<file path="src/rtl/wb_bus_if.sv">
// Wishbone B3 classic master for one CPU memory port.
// Stalls the pipeline while a bus cycle is outstanding.
module wb_bus_if #(
    parameter int STALL_IDX = 1,
    parameter int TIMEOUT   = 255
) (
    input  logic        clk,
    input  logic        rst,
    input  logic [5:0]  stall_i,
    input  logic        flush_i,
    input  logic        cpu_ce_i,
    input  logic [31:0] cpu_addr_i,
    input  logic [31:0] cpu_data_i,
    input  logic        cpu_we_i,
    input  logic [3:0]  cpu_sel_i,
    output logic [31:0] cpu_data_o,
    output logic        stallreq_o,
    output logic        bus_err_o,
    input  logic [31:0] wishbone_data_i,
    input  logic        wishbone_ack_i,
    output logic [31:0] wishbone_addr_o,
    output logic [31:0] wishbone_data_o,
    output logic        wishbone_we_o,
    output logic [3:0]  wishbone_sel_o,
    output logic        wishbone_stb_o,
    output logic        wishbone_cyc_o
);

    typedef enum logic [1:0] {
        IDLE,
        BUSY,
        WAIT_FOR_STALL
    } state_t;

    localparam bit TO_EN = (TIMEOUT != 0);
    localparam logic [15:0] TO_LAST =
        (TIMEOUT > 0) ? 16'(TIMEOUT - 1) : 16'hFFFF;

    state_t      state;
    state_t      state_n;
    logic [31:0] rd_buf;
    logic [15:0] wait_cnt;
    logic        issue;
    logic        ack_ok;
    logic        abort;
    logic        drop;

    // State register.
    always_ff @(posedge clk or posedge rst) begin
        if (rst) begin
            state <= IDLE;
        end else begin
            state <= state_n;
        end
    end

    // Next state, cycle events and combinational CPU-side outputs.
    always_comb begin
        state_n    = state;
        issue      = 1'b0;
        ack_ok     = 1'b0;
        abort      = 1'b0;
        stallreq_o = 1'b0;
        cpu_data_o = '0;
        unique case (state)
            IDLE: begin
                stallreq_o = cpu_ce_i & ~flush_i;
                if (cpu_ce_i && !flush_i) begin
                    issue   = 1'b1;
                    state_n = BUSY;
                end
            end
            BUSY: begin
                stallreq_o = ~wishbone_ack_i & ~flush_i;
                if (flush_i) begin
                    state_n = IDLE;
                end else if (wishbone_ack_i) begin
                    ack_ok = 1'b1;
                    if (!wishbone_we_o) begin
                        cpu_data_o = wishbone_data_i;
                    end
                    state_n = stall_i[STALL_IDX] ?
                              WAIT_FOR_STALL : IDLE;
                end else if (TO_EN && wait_cnt == TO_LAST) begin
                    abort   = 1'b1;
                    state_n = IDLE;
                end
            end
            WAIT_FOR_STALL: begin
                cpu_data_o = rd_buf;
                if (!stall_i[STALL_IDX] || flush_i) begin
                    state_n = IDLE;
                end
            end
            default: state_n = IDLE;
        endcase
        // Keep the controller quiet while reset is held.
        if (rst) begin
            stallreq_o = 1'b0;
            cpu_data_o = '0;
        end
    end

    assign drop = (state == BUSY) & (flush_i | ack_ok | abort);

    // Bus signals, read buffer, wait counter and error pulse.
    always_ff @(posedge clk or posedge rst) begin
        if (rst) begin
            wishbone_cyc_o  <= 1'b0;
            wishbone_stb_o  <= 1'b0;
            wishbone_we_o   <= 1'b0;
            wishbone_addr_o <= '0;
            wishbone_data_o <= '0;
            wishbone_sel_o  <= '0;
            rd_buf          <= '0;
            wait_cnt        <= '0;
            bus_err_o       <= 1'b0;
        end else begin
            bus_err_o <= abort;
            if (issue) begin
                wishbone_cyc_o  <= 1'b1;
                wishbone_stb_o  <= 1'b1;
                wishbone_we_o   <= cpu_we_i;
                wishbone_addr_o <= cpu_addr_i;
                wishbone_data_o <= cpu_data_i;
                wishbone_sel_o  <= cpu_sel_i;
                wait_cnt        <= '0;
            end else if (drop) begin
                wishbone_cyc_o  <= 1'b0;
                wishbone_stb_o  <= 1'b0;
                wishbone_we_o   <= 1'b0;
                wishbone_addr_o <= '0;
                wishbone_data_o <= '0;
                wishbone_sel_o  <= '0;
            end else if (state == BUSY &&
                         wait_cnt != 16'hFFFF) begin
                wait_cnt <= wait_cnt + 16'd1;
            end
            if (ack_ok && !wishbone_we_o) begin
                rd_buf <= wishbone_data_i;
            end else if (abort) begin
                rd_buf <= '0;
            end
        end
    end

endmodule

</file>
<file path="config.mk">
export PLATFORM = sky130hd
export DESIGN_NAME = wb_bus_if
export DESIGN_NICKNAME = d
export VERILOG_FILES = /design/src/rtl/wb_bus_if.sv
export SDC_FILE = /design/constraint.sdc
export NUM_CORES = 1
export LEC_CHECK = 0
export BUFFER_PORTS_ARGS = -buffer_cell sky130_fd_sc_hd__clkbuf_2
export CORE_ASPECT_RATIO = 0.9
export CORE_MARGIN = 4
export CORE_UTILIZATION = 44
export CTS_CLUSTER_SIZE = 30
export DETAILED_ROUTE_END_ITERATION = 7
export GPL_TIMING_DRIVEN = 0
export PLACE_DENSITY = 0.76
export SLEW_MARGIN = 10
export SYNTH_ARGS = -nofsm -noshare
export SYNTH_HDL_FRONTEND = slang
export SYNTH_SLANG_ARGS = --single-unit
</file>
<file path="constraint.sdc">
create_clock -name clk -period 3.6 [get_ports clk]
set_input_delay 0.18 -clock clk [delete_from_list [all_inputs] [get_ports clk]]
set_output_delay 0.18 -clock clk [all_outputs]
set_load 0.01 [all_outputs]
</file>
* Word-level counts from Yosys, hierarchy flattened
Index checks and enable logic that the tools add are counted.
** Storage, ports and cells
- Bits in writable memories :: 0
- Bits in latches :: 0
- Output and inout bits :: 105
- ROM bits :: 0
- Memories kept :: 0
- Register bits :: 121
- Bits of input ports :: 112
** Operators by class
- Shift operators :: 0
- Equality and inequality tests :: 8
- Multiplexer cells :: 36
- Add/subtract/negate cells :: 1
- $lt $le $gt $ge :: 0
- Reduce and logical (&&, ||, !) cells :: 13
- Multipliers :: 0
- Bitwise gates (word level) :: 7
- Div/mod/pow operators :: 0
** Operators with widths (count)
- $mux 32 :: 9
- $pmux 32 s2 :: 1
- $mux 16 :: 3
- $add 16x1->16 const B :: 1
- $eq 16x8->1 const B :: 1
- $ne 16x16->1 const B :: 1
- $mux 1 :: 13
- $mux 2 :: 6
- $mux 4 :: 2
- $ne 2x2->1 const B :: 3
- $pmux 2 s3 :: 1
- $reduce_bool 2->1 :: 3
- $ne 4x4->1 const B :: 1
- $and 1x1->1 :: 3
- $logic_and 1x1->1 :: 3
- $logic_not 1->1 :: 3
- $reduce_and 3->1 :: 1
- $eq 2x1->1 const B :: 1
- $eq 2x2->1 const B :: 1
- $logic_not 2->1 :: 1
- $not 1->1 :: 2
- $or 1x1->1 :: 2
- $pmux 1 s2 :: 1
- $reduce_and 2->1 :: 1
- $logic_or 1x1->1 :: 1

* Depth between registers and ports, before layout
- Word-level depth :: 9
- Gate-level depth with buffers :: 8
- Gate-level depth less buffers :: 7

* Least setup slack after synthesis
OpenSTA, ideal clock, no wires.
- Path type :: input to output
- Start :: input rst
- End :: output cpu_data_o[10]
- Data required time :: 3.420 ns
- Stages on the path :: 4
- Data arrival time :: 3.644 ns
- Path slack :: -0.224 ns
- Path through :: inv_1 -> nand2_1 -> clkbuf_1 -> nor2_1
** Between the ends
- Word-level cells in the longest chain between the ends :: 1
** Ends and longest elaborated chain
- start: declaration :: RTL line 8 : input logic rst,
- $mux 32 :: RTL line 98 : if (rst) begin
- end: declaration :: RTL line 16 : output logic [31:0] cpu_data_o,
Every way passes these cells.

* Worst setup path in the final report
- Start :: input rst
- End :: output cpu_data_o[12]
The elaborated chain is that of the path after synthesis.

==> metrics.txt <==
Crit Path Max Fanout 33; post-CTS sizing 0; Synth top area share 55.4%; hold depth 2; Setup Skew 0.0130 ns; switching part of the total power 35.0%; Int Power 3.66 mW; most common cell after layout, fill and taps aside clkbuf_2; Setup CP Type input pin to output port; post-place setup slack 1.27 ns; Worst Reg-to-Reg Cells 8; VDD IR max 0.450 mV; Routed Antenna Nets 0; CTS Buf Count 17; max cap viols 0; # IOs 217; worst-margin pin slew 0.630 ns; Worst-Skew Late Latency 0.42 ns; vias in the first global route 5988; clock sink total 121; CP Launch Point rst; area of the die 14300 um2; row count 38; CTS root buffer clkbuf_16; CORE AREA 12100 um2; crit path DAT 2.64 ns; H-tree Lvls 4; Yosys reg bits 121; Syn Inst Count 581; DR WL/cell 16.7 um; HPWL Detailed 11300 um; Max Freq 354 MHz; Post-synth EDFFs 0; Final GP Congestion 0.836; Final Non-Filler Cells 1073; Overall Global Routing Usage 25.4%; most frequent cells in the layout clkbuf_2 (211), nand2_1 (147), dfrtp_1 (121), dlygate4sd3_1 (86), o21ai_0 (77); dpl cells 955; hold_ws 0.0189 ns; WL final 17900 um; TritonCTS clock tree built; Die W 126 um; multiplexer share of the synthesized area 0.389%; clock share of power 32.3%; power density cells 681 nW/um2; NumNets Final 1017; Die Ht 114 um; layout cells sized above 1 29.2%; setup repair bufs after CTS 0; Max-slew headroom 57.9%; Post-Syn Area per Cell 9.41 um2; GR Overflow Total 0; Synth Area in Simple Gates 18.6%; Fin Setup TNS 0 ns; largest family of logic cells by synthesized area compound AO/OA/AOI/OAI gates; antenna violations before repair 0; Synth area leader dfrtp_1; Hold Fails Final Rpt 0; Comb pwr share 29.4%; final core utilization 68.3%; Tcrit/Tclk final 78.4%; CP Launch Type input pin; Syn Std Cell Area 5470 um2; via count 5757; DR iter-0 viols 424; clock period minus worst slack 2.82 ns; dpl cell area 6790 um2; DRC 0; Reg-to-Reg End wait_cnt[3]; Power, Total 5.64 mW; synth warn 0; Final Cell Area 8280 um2; final setup vio count 0; P_sw 1.97 mW; Via density 5.37; Starting Density 45.1%; ys async rst share 100%; hold crit path type input pin to register; diode count 0; Pre-Repair DR Iteration Count 5; clk slew on worst S/H paths 0.06 ns; worst setup margin 0.779 ns; first-pass GRT wire length 29500 um; FILL cells 904; largest net degree at the start of global routing 38; Adder-Cell Fraction of Synth Area 1.14%; dominant cells by area after synthesis dfrtp_1 (55%), nand2_1 (10%), o21ai_0 (7.0%), a22o_1 (5.1%), a22oi_1 (4.4%); compound-gate portion of the synthesized area 19.5%; status finished, final reports clean; register area share after synthesis 55.4%; Sequential Power Share 38.3%; Slew Viols, Final 0; Syn Nets 698; RR Startpoint state[1]; Post-Synth XOR/XNOR Area 0.801%; Critical Path End Type output port; library cells used by synthesis 42; Area Growth Syn to Fin 51.4%; slack of the worst reg-to-reg path 1.28 ns; main flop type after synthesis dfrtp_1; RSZ-0062 raised after global routing false; Critical Path RT 3.42 ns; Critical Path End cpu_data_o[12]; input/output buffers 211; leakage 3.98 nW; Max Buffers Root-to-Sink 2
[kinds of logic after synthesis]
group	after synthesis
mux	2
flops	121
compound gates	161
xor+xnor	5
fa+ha+maj	5
simple gates	234
buf+inv	53
[power groups by stage]
stage,Combinational (mW),Clock (mW),Sequential [mW]
global placement,1.51,0,2.15
CTS,1.64,1.85,2.14
floorplan,0.763,0,2.24
global route,1.83,1.91,2.21
detailed placement,1.57,0,2.14
finish,1.66,1.82,2.16
[synth_stat cells (all sizes together), types with 2 or more instances]
| cell type | n |
|---|---|
| a22o | 32 |
| a31o | 2 |
| nor2 | 41 |
| nand4 | 7 |
| o211a | 2 |
| a211oi | 2 |
| a21oi | 8 |
| xnor2 | 3 |
| xor2 | 2 |
| nand3 | 14 |
| dfrtp | 121 |
| a22oi | 32 |
| clkbuf | 33 |
| nor3 | 4 |
| or3 | 4 |
| and4bb | 2 |
| inv | 8 |
| o21ai | 78 |
| ha | 5 |
| nor3b | 2 |
| buf | 11 |
| and4 | 4 |
| nand2 | 147 |
| nor4 | 3 |
| o31ai | 2 |
[metal layers]
metal	GRT usage (%)	up-vias	part of all wire (%)
li1	-	2681	-
met2	42.8	270	49
met4	13.1	0	4.2
met3	5.76	61	6.1
met1	30.8	2745	40
met5	0	-	0
[how the worst min path moves through the flow]
| stage | from | end | slack, ns |
|---|---|---|---|
| final | wishbone_data_i[22] | rd_buf[22] | 0.02 |
| after CTS | wishbone_data_i[0] | rd_buf[0] | 0.0008 |
| after global placement | cpu_addr_i[19] | wishbone_addr_o[19] | 0.38 |
| after floorplan | cpu_addr_i[0] | wishbone_addr_o[0] | 0.30 |
| after global routing | wishbone_data_i[27] | rd_buf[27] | 0.02 |
| after detailed placement | rst | rd_buf[21] | 0.30 |
[worst max-delay path, cell delays in order]
cell and delay (ns):
dlygate4sd3_1 0.53, clkbuf_2 0.15, clkinvlp_4 0.52, buf_12 0.41, nand2_1 0.17, clkbuf_1 0.38
nor2_1 0.13, clkbuf_2 0.15
[registers in the layout (all words and copies together) (netlist names)]
| name | flops |
|---|---|
| bus_err_o | 1 |
| rd_buf | 32 |
| state | 2 |
| wait_cnt | 16 |
| wishbone_addr_o | 32 |
| wishbone_cyc_o | 1 |
| wishbone_data_o | 32 |
| wishbone_sel_o | 4 |
| wishbone_we_o | 1 |
[final cells by class]
cell class                 instances  area, um2  area share (%)
inverter                           8       33.8           0.408
clock inverter                    15        206            2.49
multi-input combinational        407       2210            26.7
timing repair buffer             300       1980            23.9
clock buffer                      17        425            5.14
tap                              160        200            2.42
buffer                            45        199            2.40
sequential                       121       3030            36.6
[what timing repair did]
item | CTS | global route
hold endpoints to repair | 109 | 0
endpoints found under the setup margin | 0 | 0
hold buffers | 86 | 0
Note: power is estimated with default switching activity, not from simulation.
